<file path="src/rtl/uart_alu_ctrl.sv">
// Frame sequencer: pops (A, B, opcode) from the RX FIFO, runs the ALU for one cycle, pushes the result byte.
// Optional inter-byte timeout enabled by defining UART_ALU_CTRL_TIMEOUT_EN.
module uart_alu_ctrl #(
    parameter int DBIT           = 8,
    parameter int OP_W           = 6,
    parameter int TIMEOUT_CYCLES = 100000
) (
    input  logic            clk,
    input  logic            reset,
    input  logic            rx_empty,
    input  logic [DBIT-1:0] rx_data,
    output logic            rx_rd,
    input  logic            tx_full,
    output logic            tx_wr,
    output logic [DBIT-1:0] tx_data,
    output logic [DBIT-1:0] alu_a,
    output logic [DBIT-1:0] alu_b,
    output logic [OP_W-1:0] alu_op,
    input  logic [DBIT-1:0] alu_result,
    output logic            frame_done,
    output logic            timeout_err
);

    typedef enum logic [2:0] {
        ST_GET_A,
        ST_GET_B,
        ST_GET_OP,
        ST_EXEC,
        ST_SEND
    } state_t;

    state_t          state_q, state_d;
    logic [DBIT-1:0] a_q, a_d;
    logic [DBIT-1:0] b_q, b_d;
    logic [OP_W-1:0] op_q, op_d;
    logic [DBIT-1:0] result_q, result_d;
    logic            tmo_hit;

`ifdef UART_ALU_CTRL_TIMEOUT_EN
    localparam int CNT_W = $clog2(TIMEOUT_CYCLES + 1);
    localparam logic [CNT_W-1:0] TMO_LAST = CNT_W'(TIMEOUT_CYCLES - 1);

    logic [CNT_W-1:0] cnt_q, cnt_d;
    logic             waiting;

    // Counts only while starved mid-frame; any pop or state change clears it.
    always_comb begin
        waiting = ((state_q == ST_GET_B) || (state_q == ST_GET_OP)) && rx_empty;
        tmo_hit = waiting && (cnt_q == TMO_LAST);
        cnt_d   = (waiting && !tmo_hit) ? cnt_q + CNT_W'(1) : '0;
    end

    always_ff @(posedge clk or posedge reset) begin
        if (reset) begin
            cnt_q <= '0;
        end else begin
            cnt_q <= cnt_d;
        end
    end
`else
    localparam int unused_timeout_cycles = TIMEOUT_CYCLES;
    assign tmo_hit = 1'b0;
`endif

    always_comb begin
        state_d  = state_q;
        a_d      = a_q;
        b_d      = b_q;
        op_d     = op_q;
        result_d = result_q;
        rx_rd    = 1'b0;
        tx_wr    = 1'b0;
        case (state_q)
            ST_GET_A: begin
                if (!rx_empty) begin
                    rx_rd   = 1'b1;
                    a_d     = rx_data;
                    state_d = ST_GET_B;
                end
            end
            ST_GET_B: begin
                if (!rx_empty) begin
                    rx_rd   = 1'b1;
                    b_d     = rx_data;
                    state_d = ST_GET_OP;
                end else if (tmo_hit) begin
                    state_d = ST_GET_A;
                end
            end
            ST_GET_OP: begin
                if (!rx_empty) begin
                    rx_rd   = 1'b1;
                    op_d    = rx_data[OP_W-1:0];
                    state_d = ST_EXEC;
                end else if (tmo_hit) begin
                    state_d = ST_GET_A;
                end
            end
            // Operands have been stable for this whole cycle, so the ALU output is settled here.
            ST_EXEC: begin
                result_d = alu_result;
                state_d  = ST_SEND;
            end
            ST_SEND: begin
                if (!tx_full) begin
                    tx_wr   = 1'b1;
                    state_d = ST_GET_A;
                end
            end
            default: begin
                state_d = ST_GET_A;
            end
        endcase
    end

    always_ff @(posedge clk or posedge reset) begin
        if (reset) begin
            state_q  <= ST_GET_A;
            a_q      <= '0;
            b_q      <= '0;
            op_q     <= '0;
            result_q <= '0;
        end else begin
            state_q  <= state_d;
            a_q      <= a_d;
            b_q      <= b_d;
            op_q     <= op_d;
            result_q <= result_d;
        end
    end

    // Opcode bits above OP_W are intentionally ignored.
    if (OP_W < DBIT) begin : g_rx_hi
        logic unused_rx_hi;
        assign unused_rx_hi = ^rx_data[DBIT-1:OP_W];
    end

    assign alu_a       = a_q;
    assign alu_b       = b_q;
    assign alu_op      = op_q;
    assign tx_data     = result_q;
    assign frame_done  = tx_wr;
    assign timeout_err = tmo_hit;

endmodule
</file>
<file path="config.mk">
export PLATFORM = sky130hd
export DESIGN_NAME = uart_alu_ctrl
export DESIGN_NICKNAME = d
export VERILOG_FILES = /design/src/rtl/uart_alu_ctrl.sv
export SDC_FILE = /design/constraint.sdc
export NUM_CORES = 1
export LEC_CHECK = 0
export ABC_AREA = 1
export ABC_CLOCK_PERIOD_IN_PS = 1200
export BUFFER_PORTS_ARGS = -buffer_cell sky130_fd_sc_hd__clkbuf_2
export CAP_MARGIN = 5
export CORE_MARGIN = 3
export CORE_UTILIZATION = 40
export DETAILED_ROUTE_END_ITERATION = 12
export HOLD_SLACK_MARGIN = 0.08
export PLACE_DENSITY = 0.69
export SLEW_MARGIN = 10
export SYNTH_ARGS = -nofsm -noshare
export SYNTH_HDL_FRONTEND = slang
export SYNTH_SLANG_ARGS = --single-unit
</file>
<file path="constraint.sdc">
create_clock -name clk -period 1.2 [get_ports clk]
set_input_delay 0.24 -clock clk [delete_from_list [all_inputs] [get_ports clk]]
set_output_delay 0.24 -clock clk [all_outputs]
set_load 0.03 [all_outputs]
</file>
==> results of run 1 <==
## critical path: cells and delay by family (launching register included)
family / cells / cell delay (ns)
flops: 1 / 0.42
buf+inv: 1 / 0.21
simple gates: 1 / 0.31
## metal layers
metal / vias up / global-route usage (%) / wire length (um)
li1: 599 / - / -
met1: 543 / 20.0 / 1430
met2: 30 / 28.7 / 1820
met3: 4 / 5.23 / 144
met4: 0 / 3.80 / 35
met5: - / 0 / 0
## power by group through the flow
stage / logic (W) / clock network, W / registers (W)
floorplan: 0.00135 / 0 / 0.00291
global placement: 0.00294 / 0 / 0.00199
detailed placement: 0.00300 / 0 / 0.00203
CTS: 0.00341 / 0.000786 / 0.00202
global route: 0.00414 / 0.000849 / 0.00213
finish: 0.00384 / 0.000765 / 0.00205
## sequential cells by signal, indices dropped and copies added, names as in the netlist
register / cells
tx_data: 8
alu_a: 8
state_q: 3
alu_b: 8
alu_op: 6
## through the flow
stage	hold slack (ns)	util, %	cells	setup slack [ns]	power [W]
after global routing	0.194	64.1	261	-0.335	0.00711
after floorplan	0.369	-	141	-0.299	0.00426
after global placement	0.325	52.3	238	-0.0120	0.00493
after detailed placement	0.331	52.3	238	-0.0514	0.00504
final	0.189	64.1	261	-0.255	0.00666
after CTS	0.186	59.1	255	-0.290	0.00622
## cell type report
| class | instances | area (um^2) |
|---|---|---|
| inverters | 21 | 78.8 |
| repair buffers | 70 | 474 |
| well taps | 46 | 57.6 |
| clock inverters | 2 | 10.0 |
| flip-flops and latches | 33 | 828 |
| multi-input cells | 83 | 702 |
| fillers | 290 | 1240 |
| clock buffers | 6 | 72.6 |
## worst max path at each step
stage / start / to / slack, ns
after floorplan: state_q[0]$_DFFE_PP0P_ / tx_wr / -0.30
final: state_q[1]$_DFFE_PP0P_ / tx_wr / -0.26
after global placement: state_q[0]$_DFFE_PP0P_ / frame_done / -0.01
after global routing: state_q[1]$_DFFE_PP0P_ / frame_done / -0.34
after detailed placement: state_q[1]$_DFFE_PP0P_ / alu_b[2]$_DFFE_PP0P_ / -0.05
after CTS: state_q[2]$_DFFE_PP0P_ / tx_wr / -0.29
## timing repair
| action | 4_1_cts | 5_1_grt |
|---|---|---|
| cloned | 2 | 2 |
| hold buffers | 1 | 0 |
| setup endpoints to repair | 20 | 33 |
| gates resized for setup | 20 | 30 |
| endpoints found under the hold margin | 33 | 0 |
| buffers inserted | 6 | 4 |
| pin swaps | 4 | 6 |
## layout by cell type, fill, tap and decap left out
| cell type | n |
|---|---|
| nand2_8 | 1 |
| dfrtp_1 | 31 |
| nand3_4 | 6 |
| nand2_1 | 12 |
| buf_6 | 3 |
| buf_4 | 11 |
| nor2_4 | 4 |
| nand2_4 | 6 |
| nand2_2 | 16 |
| clkbuf_1 | 1 |
| clkbuf_16 | 1 |
| dfrtp_2 | 2 |
| inv_2 | 2 |
| o21ai_0 | 1 |
| inv_1 | 19 |
| clkbuf_8 | 7 |
| nand3_1 | 4 |
| dlygate4sd3_1 | 1 |
| conb_1 | 1 |
| clkbuf_2 | 49 |
| nand4_1 | 1 |
| buf_8 | 2 |
| o21ai_2 | 30 |
| clkinv_2 | 2 |
| nor4_4 | 1 |
| buf_12 | 1 |
## cells by family after synthesis
family	synth area share, %
AND/OR/NAND/NOR	16.5
flip-flops	55.3
AO/OA/AOI/OAI	17.9
buffers and inverters	10.0
other	0.251
==> out/qor.yml, run 1 <==
syn_avg_cell_area_um2: 10.6
hp-class: "input port to register"
numCtsBuffers: 5
maxSlewViolCount: 0
final_nets: 234
swShare_pct: 48.1
critPathCaptureType: "primary output"
numPortBuffers: 52
yosys.area.top_type: "dfrtp_1"
clkLatencyLatePin_ns: 0.27
syn2layout_area_growth_pct: 48.8
place_area_um2: 1810
drc: 0
async_reset_ff_share_pct: 100
crit_path_cell_trace: "nor4_4 > clkbuf_8"
reg2reg_slack_ns: -0.15
pwr-share-comb_pct: 57.7
leakagePower_nw: 1.14
cts_tree: "yes"
synth.distinct_cells: 18
grt_pass1_vias: 1176
hold_end: "tx_data[7]$_DFFE_PP0N_"
rsz0062_at_grt: "yes"
coreArea_um2: 3470
syn_inst: 141
reg2regPathDepth: 6
htree_levels: 2
die_area_um2: 4500
ys_seq_area_share_pct: 55.3
synthFlopType: "dfrtp_1"
cp.required_ns: 0.96
cts-root-buf: "clkbuf_8"
grt_overflow: 0
worstPathArrival_ns: 1.22
fin_ws_ns: -0.255
status: "finished, violations left"
clockBufferDepth: 2
finClkSkew_ns: 0.00253
antenna_left: 0
grt_pass1_wl_um: 5490
viasPerCell: 4.51
synth_seq_cells: 33
routedWlPerCell_um: 13.1
finalWeightedCongestion: 0.779
regToRegEndpoint: "alu_b[0]$_DFFE_PP0P_"
cpPeakStageDelay_ns: 0.42
vias: 1176
grt_usage_pct: 16.6
synth_most_common_cell: "dfrtp_1"
synthTopCellsByArea: "dfrtp_1 (55%), o21ai_2 (18%), nand2_1 (7.5%)"
die_y_um: 67.1
post-route-period-util_pct: 121
drive_above_1_share_pct: 67.0
initial_core_util_pct: 43.1
clkSinkCount: 33
dr.pass1.iters: 4
reg2reg_from: "state_q[1]$_DFFE_PP0P_"
startpoint_type: "register"
period_needed_ns: 1.46
setup_viol: 26
antenna_found_initial: 0
hold_viol_final: 0
tns_ns: -2.79
violations: "setup timing"
p_int_w: 0.00345
clkTransAtPathRegs_ns: 0.06
synthesis.nets: 161
synth_warnings: 0
powerDensity_nw_per_um2: 2990
rows: 21
hold_depth: 3
die_w_um: 67.1
drtIter0Drc: 45
worstHoldStart: "alu_result[7]"
maxCapViolations: 0
synth_edf_count: 0
peakVddDrop_v: 0.00114
syn_area_um2: 1490
io_pins: 54
wl_um: 3430
max_freq_mhz: 687
grt_max_degree: 34
p_clk_share_pct: 11.5
antenna_cells: 0
worst-setup-path-type: "register to primary output"
p_seq_share_pct: 30.8
final_area_um2: 2220
p_switching_w: 0.00320
synthTopCellsByCount: "dfrtp_1 (33), nand2_1 (30), o21ai_2 (30)"
place_hpwl_um: 2210
crit_fanout: 2
synth_top_area_share_pct: 55.3
crit_slowest_cell: "dfrtp_2"
Power figures use the tool's default switching activity.
==> run 2: changes to the inputs <==
Settings changed: CORE_UTILIZATION 40 to 41, CTS_BUF_LIST set to sky130_fd_sc_hd__clkbuf_16, PLACE_DENSITY 0.69 to 0.71.
==> run 2 against run 1 <==
  * First-iteration DRC count rose by 20%
  * The run still ends with setup timing left
  * Fmax decreased by 1.1%
  * Final cell count down 0.38%
  * Core utilization up 0.95 points
==> out/qor.yml, run 2 (synthesis results as in run 1) <==
htree_levels: 2  # unchanged
hold_viol_final: 0  # unchanged
coreArea_um2: 3420  # -1.5%
p_switching_w: 0.00323  # +0.70%
die_w_um: 66.4  # -1.1%
cpPeakStageDelay_ns: 0.42  # about the same
drtIter0Drc: 54  # +20%
critPathCaptureType: "primary output"
final_nets: 234  # unchanged
grt_pass1_wl_um: 5510  # +0.51%
die_y_um: 66.4  # -1.1%
finClkSkew_ns: 0.00663  # +0.00410 ns
final_util_pct: 65.1  # +0.95 points
setup_viol: 27  # +3.8%
drc: 0  # unchanged
die_area_um2: 4400  # -2.2%
grt_pass1_vias: 1180  # +0.34%
p_seq_share_pct: 29.6  # -1.2 points
pwr-share-comb_pct: 53.9  # -3.8 points
fillCellCount: 289  # -0.34%
p_clk_share_pct: 16.5  # +5.0 points
multi_input_area_um2: 671  # -4.5%
startpoint_type: "register"
final_cells: 260  # -0.38%
hp-class: "input port to register"
worst-setup-path-type: "register to primary output"
crit_fanout: 3  # +1
swShare_pct: 46.3  # -1.8 points
max_freq_mhz: 679  # -1.1%
p_int_w: 0.00375  # +8.4%
power_w: 0.00697  # +4.7%
final_cell_mix: "clkbuf_2 (49), o21ai_2 (31), dfrtp_1 (30), nand2_2 (22), inv_1 (20)"
post-route-period-util_pct: 123  # +1.4 points
grt_usage_pct: 17.3  # +0.74 points
syn2layout_area_growth_pct: 48.7  # about the same
antenna_left: 0  # unchanged
fin_ws_ns: -0.272  # -0.0169 ns
clockBufferDepth: 2  # unchanged
io_pins: 54  # unchanged
status: "finished, violations left"
clkSinkCount: 33  # unchanged
numPortBuffers: 52  # unchanged
leakagePower_nw: 1.15  # +1.4%
regArea_um2: 830  # +0.15%
grt_overflow: 0  # unchanged
peakVddDrop_v: 0.00159  # +40%
clkTransAtPathRegs_ns: 0.05  # about the same
violations: "setup timing"
maxCapViolations: 0  # unchanged
viasPerCell: 4.70  # +4.3%
numCtsBuffers: 5  # unchanged
initial_core_util_pct: 43.7  # +0.66 points
vias: 1222  # +3.9%
rows: 21  # unchanged
maxSlewViolCount: 0  # unchanged
wl_um: 3590  # +4.6%
period_needed_ns: 1.47  # +0.0169 ns
drive_above_1_share_pct: 68.7  # +1.7 points
routedWlPerCell_um: 13.8  # +5.0%
clkLatencyLatePin_ns: 0.28  # about the same
powerDensity_nw_per_um2: 3140  # +4.8%
dp_cells: 239  # +0.42%
crit_path_cell_trace: "nor4_4 > clkbuf_8"
worstPathArrival_ns: 1.23  # about the same
crit_slowest_cell: "dfrtp_2"
dr.pass1.iters: 4  # unchanged
grt_max_degree: 34  # unchanged
place_hpwl_um: 2220  # +0.53%
antenna_cells: 0  # unchanged
cts_tree: "yes"
finalWeightedCongestion: 0.771  # -0.99%
antenna_found_initial: 0  # unchanged
rsz0062_at_grt: "yes"
cp.required_ns: 0.96  # about the same
cts-root-buf: "clkbuf_16"
final_common_cell: "clkbuf_2"
run 2: cell count changes in the layout (fill, tap and decap cells not counted), sizes merged:
cell / change
nand2: +1
inv: +1
nand3: -1
clkinv: -1
buf: +1
clkbuf: -2
run 2: layout make-up:
class                   count  area share, %
clock buffers               5           5.63
clock inverters             2          0.338
inverters                  21           3.55
multi-input cells          83           30.2
flip-flops and latches     33           37.3
well taps                  46           2.59
repair buffers             70           20.4
run 2: power by group through the flow:
stage          Clock, W  Combinational [W]  Sequential [W]
2_1_floorplan         0            0.00135         0.00291
3_3_place_gp          0            0.00297         0.00199
3_5_place_dp          0            0.00304         0.00203
4_1_cts         0.00117            0.00352         0.00202
5_1_grt         0.00123            0.00402         0.00213
6_report        0.00115            0.00376         0.00206
run 2: worst paths after layout:
check / start / end / slack, ns / cells past startpoint
setup / recovery: state_q[1]$_DFFE_PP0P_ / tx_wr / -0.27 / 2
hold / removal: alu_result[0] / tx_data[0]$_DFFE_PP0N_ / 0.19 / 3
setup reg to reg: state_q[1]$_DFFE_PP0P_ / alu_a[0]$_DFFE_PP0P_ / -0.14 / 6
hold reg to reg: tx_data[0]$_DFFE_PP0N_ / tx_data[0]$_DFFE_PP0N_ / 0.49 / 2
max in group asynchronous: reset / state_q[0]$_DFFE_PP0P_ / 0.30 / 4
min in group asynchronous: reset / alu_b[4]$_DFFE_PP0P_ / 0.58 / 4
run 2: what timing repair did:
| item | CTS | global route |
|---|---|---|
| resized for setup | 30 | 18 |
| buffers inserted | 10 | 2 |
| hold buffers | 1 | 0 |
| hold endpoints to repair | 33 | 0 |
| cloned | 1 | 2 |
| endpoints found under the setup margin | 19 | 35 |
| pin swaps | 5 | 10 |
run 2: stage by stage:
stage | worst slack, ns | hold WS (ns) | setup TNS, ns | instance area, um^2
final | -0.272 | 0.190 | -2.97 | 2220
after global routing | -0.337 | 0.194 | -4.42 | 2220
after CTS | -0.288 | 0.185 | -2.33 | 2140
after detailed placement | -0.0725 | 0.336 | -0.338 | 1820
after global placement | -0.0204 | 0.321 | -0.0402 | 1820
after floorplan | -0.299 | 0.369 | -0.341 | 1510
run 2: critical path: cells and delay by family, from the launching register on:
family	cells	cell delay, ns
and+or+nand+nor	1	0.32
buffers and inverters	1	0.22
DFF	1	0.42
run 2: per-layer routing:
metal / share of wire [%] / vias up / GRT usage [%]
met3: 5.4 / 4 / 6.63
met2: 54 / 29 / 28.1
met5: 0 / - / 0
met4: 1.1 / 0 / 6.85
li1: - / 593 / -
met1: 40 / 596 / 20.5
